[src/rtl/wvb_ovf_ctrl_multi_pkg.sv]
// Shared constants for the multi-channel waveform buffer overflow controller.
// Holds the default geometry and the saturation value of the overflow event
// counter at its default width.
package wvb_ovf_ctrl_multi_pkg;

    // Default number of waveform buffer channels
    localparam int L_N_CHAN_DEF    = 8;

    // Default waveform buffer address width
    localparam int L_ADR_WIDTH_DEF = 12;

    // Default overflow event counter width
    localparam int L_CNT_WIDTH_DEF = 16;

    // Saturation value of the overflow event counter at the default width
    localparam logic [L_CNT_WIDTH_DEF-1:0] L_OVF_CNT_MAX = '1;

endpackage : wvb_ovf_ctrl_multi_pkg

[src/rtl/wvb_ovf_ctrl_chan.sv]
// One channel of the waveform buffer overflow controller.
// Tracks the last read address of one buffer, derives the used word count and
// the overflow condition, and keeps the sticky flag, the saturating overflow
// event counter and the high-water mark. Every output is a register.
module wvb_ovf_ctrl_chan
    import wvb_ovf_ctrl_multi_pkg::*;
#(
    parameter int P_ADR_WIDTH = L_ADR_WIDTH_DEF,
    parameter int P_CNT_WIDTH = L_CNT_WIDTH_DEF
) (
    input  logic                   clk,
    input  logic                   rst_n,
    input  logic [P_ADR_WIDTH-1:0] wr_addr,
    input  logic [P_ADR_WIDTH-1:0] stop_addr,
    input  logic                   rddone,
    input  logic                   hdr_full,
    input  logic [P_ADR_WIDTH-1:0] af_thresh,
    input  logic                   ovf_clr,
    input  logic                   hwm_clr,
    output logic                   overflow,
    output logic                   almost_full,
    output logic                   ovf_sticky,
    output logic [P_ADR_WIDTH-1:0] wused,
    output logic [P_ADR_WIDTH-1:0] wused_hwm,
    output logic [P_CNT_WIDTH-1:0] ovf_cnt
);

    // Counter ceiling and the all-ones address used as the reset read pointer
    localparam logic [P_CNT_WIDTH-1:0] L_CNT_MAX  = {P_CNT_WIDTH{1'b1}};
    localparam logic [P_ADR_WIDTH-1:0] L_ADR_ONES = {P_ADR_WIDTH{1'b1}};
    localparam logic [P_ADR_WIDTH-1:0] L_ADR_ONE  = {{(P_ADR_WIDTH-1){1'b0}}, 1'b1};
    localparam logic [P_CNT_WIDTH-1:0] L_CNT_ONE  = {{(P_CNT_WIDTH-1){1'b0}}, 1'b1};

    logic [P_ADR_WIDTH-1:0] last_rd_addr;
    logic [P_ADR_WIDTH-1:0] next_rd;
    logic [P_ADR_WIDTH-1:0] wused_diff;
    logic [P_ADR_WIDTH-1:0] wused_n;
    logic                   adr_match;
    logic                   ovf_n;
    logic                   rise;
    logic                   af_n;
    logic                   hwm_load;

    // Combinational view of the buffer: fill level, overflow and its rising edge
    always_comb begin
        next_rd    = last_rd_addr + L_ADR_ONE;
        wused_diff = wr_addr - next_rd;
        adr_match  = (wr_addr == last_rd_addr);
        ovf_n      = hdr_full | adr_match;
        wused_n    = wused_diff;
        if (ovf_n) begin
            wused_n = L_ADR_ONES;
        end
        af_n       = (wused_n >= af_thresh);
        rise       = ovf_n & ~overflow;
        hwm_load   = hwm_clr | (wused_n > wused_hwm);
    end

    // Read pointer follows the stop address of each fully read event; reset
    // to all-ones so the used count starts from address 0 after release
    always_ff @(posedge clk) begin
        if (!rst_n) begin
            last_rd_addr <= L_ADR_ONES;
        end else if (rddone) begin
            last_rd_addr <= stop_addr;
        end
    end

    // Live status outputs, registered copies of this cycle's fill evaluation
    always_ff @(posedge clk) begin
        if (!rst_n) begin
            overflow    <= 1'b0;
            almost_full <= 1'b0;
            wused       <= '0;
        end else begin
            overflow    <= ovf_n;
            almost_full <= af_n;
            wused       <= wused_n;
        end
    end

    // Sticky overflow flag; a new rise beats a simultaneous clear
    always_ff @(posedge clk) begin
        if (!rst_n) begin
            ovf_sticky <= 1'b0;
        end else if (rise) begin
            ovf_sticky <= 1'b1;
        end else if (ovf_clr) begin
            ovf_sticky <= 1'b0;
        end
    end

    // Saturating overflow event counter; a clear with a rise restarts at one
    always_ff @(posedge clk) begin
        if (!rst_n) begin
            ovf_cnt <= '0;
        end else if (ovf_clr) begin
            ovf_cnt <= rise ? L_CNT_ONE : '0;
        end else if (rise && (ovf_cnt != L_CNT_MAX)) begin
            ovf_cnt <= ovf_cnt + L_CNT_ONE;
        end
    end

    // High-water mark of the used count; a clear reloads the present level
    always_ff @(posedge clk) begin
        if (!rst_n) begin
            wused_hwm <= '0;
        end else if (hwm_load) begin
            wused_hwm <= wused_n;
        end
    end

endmodule : wvb_ovf_ctrl_chan

[src/rtl/wvb_ovf_ctrl_multi.sv]
// Multi-channel waveform buffer overflow controller.
// Generates one independent channel tracker per waveform buffer and only
// slices the flattened per-channel buses; channel c uses slice [c*W +: W].
module wvb_ovf_ctrl_multi
    import wvb_ovf_ctrl_multi_pkg::*;
#(
    parameter int P_N_CHAN    = L_N_CHAN_DEF,
    parameter int P_ADR_WIDTH = L_ADR_WIDTH_DEF,
    parameter int P_CNT_WIDTH = L_CNT_WIDTH_DEF
) (
    input  logic                              clk,
    input  logic                              rst_n,
    input  logic [P_N_CHAN*P_ADR_WIDTH-1:0]   wvb_wr_addr,
    input  logic [P_N_CHAN*P_ADR_WIDTH-1:0]   stop_addr,
    input  logic [P_N_CHAN-1:0]               wvb_rddone,
    input  logic [P_N_CHAN-1:0]               hdr_full,
    input  logic [P_ADR_WIDTH-1:0]            af_thresh,
    input  logic [P_N_CHAN-1:0]               ovf_clr,
    input  logic [P_N_CHAN-1:0]               hwm_clr,
    output logic [P_N_CHAN-1:0]               overflow,
    output logic [P_N_CHAN-1:0]               almost_full,
    output logic [P_N_CHAN-1:0]               ovf_sticky,
    output logic [P_N_CHAN*P_ADR_WIDTH-1:0]   wvb_wused,
    output logic [P_N_CHAN*P_ADR_WIDTH-1:0]   wused_hwm,
    output logic [P_N_CHAN*P_CNT_WIDTH-1:0]   ovf_cnt
);

    // One tracker per channel; no shared state or arbitration between them
    for (genvar c = 0; c < P_N_CHAN; c++) begin : g_chan
        wvb_ovf_ctrl_chan #(
            .P_ADR_WIDTH (P_ADR_WIDTH),
            .P_CNT_WIDTH (P_CNT_WIDTH)
        ) u_chan (
            .clk         (clk),
            .rst_n       (rst_n),
            .wr_addr     (wvb_wr_addr[c*P_ADR_WIDTH +: P_ADR_WIDTH]),
            .stop_addr   (stop_addr[c*P_ADR_WIDTH +: P_ADR_WIDTH]),
            .rddone      (wvb_rddone[c]),
            .hdr_full    (hdr_full[c]),
            .af_thresh   (af_thresh),
            .ovf_clr     (ovf_clr[c]),
            .hwm_clr     (hwm_clr[c]),
            .overflow    (overflow[c]),
            .almost_full (almost_full[c]),
            .ovf_sticky  (ovf_sticky[c]),
            .wused       (wvb_wused[c*P_ADR_WIDTH +: P_ADR_WIDTH]),
            .wused_hwm   (wused_hwm[c*P_ADR_WIDTH +: P_ADR_WIDTH]),
            .ovf_cnt     (ovf_cnt[c*P_CNT_WIDTH +: P_CNT_WIDTH])
        );
    end

endmodule : wvb_ovf_ctrl_multi
[config.mk]
export PLATFORM = sky130hd
export DESIGN_NAME = wvb_ovf_ctrl_multi
export DESIGN_NICKNAME = d
export VERILOG_FILES = /design/src/rtl/wvb_ovf_ctrl_multi_pkg.sv /design/src/rtl/wvb_ovf_ctrl_chan.sv /design/src/rtl/wvb_ovf_ctrl_multi.sv
export SDC_FILE = /design/constraint.sdc
export NUM_CORES = 1
export LEC_CHECK = 0
export BUFFER_PORTS_ARGS = -buffer_cell sky130_fd_sc_hd__buf_2
export CORE_UTILIZATION = 31
export DETAILED_ROUTE_END_ITERATION = 12
export GPL_TIMING_DRIVEN = 1
export PLACE_DENSITY_LB_ADDON = 0.15
export SLEW_MARGIN = 0
export SYNTH_ARGS = -nofsm -noshare
export SYNTH_HDL_FRONTEND = slang
export SYNTH_HIERARCHICAL = 1
export SYNTH_SLANG_ARGS = --single-unit
export TNS_END_PERCENT = 30
[constraint.sdc]
create_clock -name clk -period 4.33 [get_ports clk]
set_clock_uncertainty 0.15 [all_clocks]
set_input_delay 0.6495 -clock clk [delete_from_list [all_inputs] [get_ports clk]]
set_output_delay 0.6495 -clock clk [all_outputs]
set_load 0.05 [all_outputs]
==> results of run 1 <==
-- Yosys cell counts, types with 29 or more instances --
cell,n,area share
ha_1,288,0.14
a21oi_1,153,0.029
and2_1,38,0.0090
mux2i_1,50,0.019
o211ai_1,111,0.032
a211oi_1,55,0.016
nand2b_1,36,0.0086
nor3_1,61,0.012
o21ai_0,106,0.020
nand2_1,219,0.031
xor2_1,48,0.016
xnor2_1,106,0.035
dfxtp_1,440,0.33
inv_1,339,0.048
nand4_1,64,0.015
a21o_1,54,0.015
nor2_1,286,0.041
clkbuf_1,80,0.011
nor4_2,29,0.014
nand3_1,61,0.012
-- logic make-up (layout without fill, tap and decap cells) --
kind of cell	Yosys count	after routing	share of synthesized area
and+or+nand+nor	997	997	0.209
DFF	440	440	0.335
buffers and inverters	456	1146	0.0687
adders and majority gates	296	296	0.143
other	0	5	0
AOI/OAI and AO/OA	664	664	0.171
xor gates and xnor gates	154	154	0.0513
muxes	56	56	0.0216
-- where the power goes --
| group | switching, uW | total, uW | internal, uW | leakage [uW] |
|---|---|---|---|---|
| Combinational | 3030 | 4550 | 1510 | 0.0109 |
| Sequential | 261 | 4690 | 4430 | 0.00365 |
| Clock | 1960 | 4910 | 2940 | 0.000948 |
-- state kept, by name, indices dropped and copies added (netlist names) --
register,count
g_chan.u_chan/wused_hwm,96
g_chan.u_chan/overflow,8
g_chan.u_chan/last_rd_addr,96
g_chan.u_chan/ovf_sticky,8
g_chan.u_chan/wused,96
g_chan.u_chan/ovf_cnt,128
g_chan.u_chan/almost_full,8
-- layout make-up --
cell class,count,share of cell area
Multi-Input combinational cell,2167,0.476
Sequential cell,440,0.267
Timing Repair Buffer,700,0.117
Clock buffer,77,0.0485
Tap cell,1134,0.0430
Inverter,341,0.0388
Clock inverter,28,0.00970
Antenna cell,5,0.000379
-- stage by stage --
stage | worst slack, ns | cells | total power (uW) | TNS (ns) | util
after floorplan | 0.183 | 3063 | 7830 | 0 | -
final | 0.280 | 4892 | 14100 | 0 | 0.394
after CTS | 0.309 | 4887 | 14300 | 0 | 0.394
after detailed placement | -0.0527 | 4782 | 9330 | -0.268 | 0.371
after global placement | -0.00219 | 4782 | 9330 | -0.00236 | 0.371
after global routing | 0.0156 | 4889 | 15000 | 0 | 0.394
-- worst paths after layout --
check	end	slack, ns	cells after the start
max reg2reg	g_chan[2].u_chan/wused_hwm[0]	0.28	18
min	g_chan[3].u_chan/last_rd_addr[11]	0.09	3
max	g_chan[2].u_chan/wused_hwm[0]	0.28	18
min reg2reg	g_chan[0].u_chan/ovf_sticky	0.33	2
-- worst max-delay path, stage by stage (launching register included) --
cell and delay (ns):
dfxtp_1 0.29, inv_1 0.07, ha_1 0.19, inv_1 0.06, fa_1 0.39, nor2b_1 0.17
nor2_1 0.06, o21ai_1 0.27, a211oi_1 0.14, xnor2_1 0.30, nand2b_1 0.20, ha_1 0.25
o21ai_0 0.15, o21bai_1 0.10, or4_1 0.48, o32a_1 0.23, buf_4 0.20, o21ai_0 0.15
a21oi_1 0.05
-- metal layers --
layer	share of wire	vias up	GRT usage	routed length [um]
li1	-	12100	-	-
met1	0.46	11100	0.271	41600
met2	0.46	549	0.336	41400
met3	0.057	142	0.0423	5150
met4	0.028	10	0.0593	2560
met5	0.00062	-	0	56
-- timing repair --
action,in CTS,in global routing
setup endpoints to repair,0,1
hold endpoints to repair,0,0
resized for setup,0,1
setup buffers,0,0
==> flow_metrics.py, run 1 <==
metrics = {
    "floorplan": {
        "pin_count": 582,
        "dieHeight_um": 293,
        "fp.dieW_um": 293,
        "coreArea_um2": 83800,
        "initial_utilization": 0.314,
        "dieArea_um2": 86000,
        "core.rowCount": 106,
    },
    "logic_synthesis": {
        "synth_edf_count": 0,
        "synthFlopType": "dfxtp_1",
        "synth.net_count": 3597,
        "avgSynthCellArea_um2": 8.59,
        "yosys.cell_types.count": 78,
        "synth_cells": 3063,
        "synthesis.area_um2": 26300,
        "synth-seq-cells": 440,
        "synth-async-reset-ratio": 0,
        "ys_seq_area_frac": 0.335,
        "yosys_warnings": 6,
    },
    "global_route": {
        "grt_pass1_wl_um": 139000,
        "grt_overflow": 0,
        "grt_antenna_before_repair": 22,
        "grt_max_degree": 60,
        "grt_pass1_vias": 23500,
        "grt_usage": 0.205,
    },
    "setup_path": {
        "crit_type": "flip-flop to flip-flop",
        "timing.rr.start": "g_chan[2].u_chan/last_rd_addr[0]",
        "cp.arrival_ns": 4.37,
        "cp-start-kind": "flip-flop",
        "critPathMaxFanout": 15,
        "startpoint": "g_chan[2].u_chan/last_rd_addr[0]",
        "cp.required_ns": 4.65,
        "end_kind": "flip-flop",
    },
    "routing": {
        "drtAntennaViolNets": 0,
        "vias_per_cell": 4.89,
        "dr.pass1.iters": 4,
        "drc": 0,
        "dr.first_iter.drc_count": 1079,
        "wire_per_inst_um": 18.6,
        "routed_wl_um": 90800,
        "vias": 23900,
    },
    "final_layout": {
        "layout-drive-gt1-share": 0.249,
        "mostFrequentLayoutCells": "buf_2, dfxtp_1, inv_1",
        "multi_input_area_um2": 15700,
        "fillCellCount": 8784,
        "fin_nets": 4240,
        "synthToLayoutAreaGrowth_pct": 25.5,
        "final_area_um2": 33000,
        "final_common_cell": "buf_2",
        "ff_latch_area_um2": 8810,
    },
    "placed_design": {
        "gp_congestion": 0.842,
        "io_buffers": 581,
        "dp_hpwl_um": 70000,
        "dpl_cell_area_um2": 31100,
    },
    "clock_network": {
        "clk_latency_ns": 0.62,
        "clock_sinks": 440,
        "cts_htree_levels": 2,
        "ctsHoldBuffers": 0,
        "cts_tree": "built",
        "cts_made_buffers": 56,
        "root_buffer": "clkbuf_16",
        "clkTransAtPathRegs_ns": 0.06,
        "clockBufferDepth": 3,
    },
    "power_and_ir_drop": {
        "cellPowerDensity_nw_per_um2": 428,
        "max-vdd-ir-drop_mv": 0.328,
        "power_leakage_uw": 0.0155,
    },
    "timing": {
        "maxSlewHeadroom": 0.388,
        "setup_viol": 0,
        "report.final.slew_viol_count": 0,
        "worst_slew_pin_slew_ns": 0.918,
        "hold_violations": 0,
        "fin_crit_sh": 0.935,
        "fmax_ghz": 0.247,
        "rsz0062_at_grt": "false",
        "period_minus_slack_ns": 4.05,
        "finalHoldWorstSlack_ns": 0.0871,
    },
    "min_path": {
        "hold_class": "primary input to flip-flop",
        "hold_start": "stop_addr[47]",
    },
    "run": {
        "max_cap_viol_count": 0,
    },
    "status": {
        "outcome": "finished clean",
    },
}
(Power assumes the default switching activity.)
==> run 2, diff against run 1 <==
--- a/config.mk
+++ b/config.mk
@@ -6,10 +6,12 @@
 export NUM_CORES = 1
 export LEC_CHECK = 0
 export BUFFER_PORTS_ARGS = -buffer_cell sky130_fd_sc_hd__buf_2
+export CAP_MARGIN = 20
 export CORE_UTILIZATION = 31
 export DETAILED_ROUTE_END_ITERATION = 12
 export GPL_TIMING_DRIVEN = 1
 export PLACE_DENSITY_LB_ADDON = 0.15
+export RECOVER_POWER = 100
 export SLEW_MARGIN = 0
 export SYNTH_ARGS = -nofsm -noshare
 export SYNTH_HDL_FRONTEND = slang
==> constraint.sdc (replaced) <==
create_clock -name clk -period 3.8 [get_ports clk]
set_clock_uncertainty 0.15 [all_clocks]
set_input_delay 0.57 -clock clk [delete_from_list [all_inputs] [get_ports clk]]
set_output_delay 0.57 -clock clk [all_outputs]
set_load 0.05 [all_outputs]
==> run 2 against run 1 <==
Compared with the run above:
- first-iteration DRC count grew 4.0%
- flip-flop and latch count is the same
- sequential power grew 14%
- global-route usage grew 0.24 points
- sequential share of layout area shrank 1.8 points
- register-to-register slack lost 0.18 ns
- fmax grew 9.4%
- count of clock-buffer cells in the layout grew 3
- critical endpoint is now g_chan[2].u_chan/wused_hwm[2]
==> flow_metrics.py, run 2 (same netlist as run 1, synthesis figures left out) <==
metrics = {
    "setup_path": {
        "timing.rr.start": "g_chan[2].u_chan/last_rd_addr[4]",
        "cp.arrival_ns": 4.08,
        "reg2reg_slack_ns": 0.1,
        "reg2reg_to": "g_chan[2].u_chan/wused_hwm[2]",
        "r2r.worst_path.cells": 18,
        "slowest_stage": "or4_1",
        "critPathMaxFanout": 6,
        "slowest_delay_ns": 0.53,
        "cp.required_ns": 4.18,
        "startpoint": "g_chan[2].u_chan/last_rd_addr[4]",
        "cp-start-kind": "flip-flop",
        "end_kind": "flip-flop",
        "cp_cell_sequence": "inv_1 > ha_1 > buf_4 > a21oi_1 > o211ai_1 > a221oi_2 > xor2_1 > nor2_1 > inv_1 > ha_1 > o21ai_2 > o21bai_1 > or4_1 > o32a_1 > buf_6 > buf_6 > o21ai_2 > a21oi_1",
        "crit_type": "flip-flop to flip-flop",
        "cp-endpoint": "g_chan[2].u_chan/wused_hwm[2]",
    },
    "timing": {
        "worst_slack_ns": 0.0982,
        "maxSlewHeadroom": 0.278,
        "period_minus_slack_ns": 3.70,
        "setup_viol": 0,
        "fin_crit_sh": 0.974,
        "report.final.slew_viol_count": 0,
        "rsz0062_at_grt": "true",
        "worst_slew_pin_slew_ns": 1.08,
        "fmax_ghz": 0.270,
        "finalHoldWorstSlack_ns": 0.0271,
        "hold_violations": 0,
    },
    "min_path": {
        "hold_class": "primary input to flip-flop",
    },
    "routing": {
        "dr.first_iter.drc_count": 1122,
        "vias": 25000,
        "drtAntennaViolNets": 0,
        "dr.pass1.iters": 5,
        "routed_wl_um": 92900,
        "drc": 0,
        "vias_per_cell": 4.82,
        "wire_per_inst_um": 17.9,
    },
    "power_and_ir_drop": {
        "cellPowerDensity_nw_per_um2": 467,
        "power_leakage_uw": 0.0157,
        "finalPower_uw": 16500,
        "max-vdd-ir-drop_mv": 0.302,
    },
    "final_layout": {
        "finish.utilization": 0.423,
        "fin_nets": 4538,
        "largest_reg_flops": 128,
        "synthToLayoutAreaGrowth_pct": 34.7,
        "mostFrequentLayoutCells": "dfxtp_1, clkbuf_1, buf_4",
        "top_register": "g_chan.u_chan/ovf_cnt",
        "fillCellCount": 8814,
        "layout-drive-gt1-share": 0.231,
        "final_common_cell": "dfxtp_1",
    },
    "global_route": {
        "grt_antenna_before_repair": 4,
        "grt_pass1_vias": 24000,
        "grt_overflow": 0,
        "grt_pass1_wl_um": 140000,
        "grt_usage": 0.208,
        "grt_max_degree": 57,
    },
    "placed_design": {
        "place_ws_ns": -0.349,
        "gp_congestion": 0.869,
        "dp_hpwl_um": 72700,
        "io_buffers": 581,
    },
    "clock_network": {
        "cts_htree_levels": 2,
        "clkTransAtPathRegs_ns": 0.06,
        "clock_sinks": 440,
        "cts_tree": "built",
        "root_buffer": "clkbuf_16",
        "clockBufferDepth": 3,
        "clk_latency_ns": 0.63,
        "cts_made_buffers": 54,
    },
    "status": {
        "outcome": "finished clean",
    },
    "floorplan": {
        "coreArea_um2": 83800,
        "dieArea_um2": 86000,
        "dieHeight_um": 293,
        "core.rowCount": 106,
        "fp.dieW_um": 293,
        "pin_count": 582,
        "initial_utilization": 0.314,
    },
    "run": {
        "max_cap_viol_count": 0,
    },
}
[run 2: changes by cell type in the layout (fill, tap and decap cells not counted), moves of 8 or more]
| cell | previous run | this run |
|---|---|---|
| a311oi_1 | 22 | 13 |
| a211oi_1 | 55 | 44 |
| buf_2 | 580 | 238 |
| clkbuf_1 | 10 | 360 |
| o21ai_2 | 1 | 9 |
| buf_4 | 114 | 360 |
| ha_4 | 0 | 10 |
| o21ai_1 | 7 | 25 |
| a311oi_2 | 0 | 9 |
| o21ai_0 | 106 | 80 |
| dlygate4sd3_1 | 0 | 41 |
| a211oi_2 | 4 | 15 |
| ha_1 | 288 | 273 |
[run 2: area by class of cell]
| class | count | area [um2] | share of cell area |
|---|---|---|---|
| clock buffers | 80 | 1610 | 0.0455 |
| flip-flops and latches | 440 | 8810 | 0.249 |
| inverters | 341 | 1280 | 0.0361 |
| clock inverters | 20 | 245 | 0.00692 |
| diodes | 3 | 7.51 | 0.000212 |
| multi-input cells | 2167 | 16200 | 0.458 |
| repair buffers | 1000 | 5820 | 0.164 |
| well taps | 1134 | 1420 | 0.0401 |
[run 2: timing repair]
action | CTS | global route
buffers inserted | 1 | 24
pin swaps | 2 | 54
setup endpoints to repair | 12 | 95
hold buffers | 41 | 0
hold endpoints to repair | 41 | 0
cloned | 0 | 2
gates resized for setup | 4 | 130
[run 2: worst min-delay path by stage]
stage / end / slack [ns] / depth (start not counted) / start
after global placement: g_chan[5].u_chan/ovf_sticky / 0.31 / 2 / g_chan[5].u_chan/ovf_sticky
after CTS: g_chan[4].u_chan/last_rd_addr[6] / 0.00003 / 3 / stop_addr[54]
after floorplan: g_chan[0].u_chan/last_rd_addr[10] / 0.31 / 2 / g_chan[0].u_chan/last_rd_addr[10]
after global routing: g_chan[2].u_chan/last_rd_addr[7] / 0.005 / 3 / stop_addr[31]
final: g_chan[2].u_chan/last_rd_addr[9] / 0.03 / 3 / stop_addr[33]
after detailed placement: g_chan[5].u_chan/ovf_sticky / 0.31 / 2 / g_chan[5].u_chan/ovf_sticky
[run 2: where the power goes]
part           leakage [uW]  switching [uW]  internal [uW]
registers           0.00365             293           5050
logic                0.0112            3660           2130
clock network      0.000914            2150           3260
total                0.0157            6110          10400
[run 2: per-stage QoR]
stage               setup TNS (ns)  cells  area [um2]
finish                           0   5185       35400
CTS                              0   5156       35100
global placement            -14.70   5014       32900
global route                -0.992   5185       35400
floorplan                    -1.58   3063       26400
detailed placement          -16.96   5014       32900
[run 2: per-layer routing]
metal | global-route usage | share of wire | up-vias
met3 | 0.0454 | 0.058 | 146
met1 | 0.269 | 0.45 | 11600
met5 | 0 | 0 | -
met4 | 0.0706 | 0.031 | 0
met2 | 0.339 | 0.46 | 522
li1 | - | - | 12700
[run 2: worst max-delay path, delay by kind of cell (launching register included)]
kind | cells | cell delay, ns
flops | 1 | 0.30
simple gates | 2 | 0.68
compound gates | 8 | 1.13
fa+ha+maj | 2 | 0.62
xor+xnor | 1 | 0.12
buf+inv | 5 | 0.57
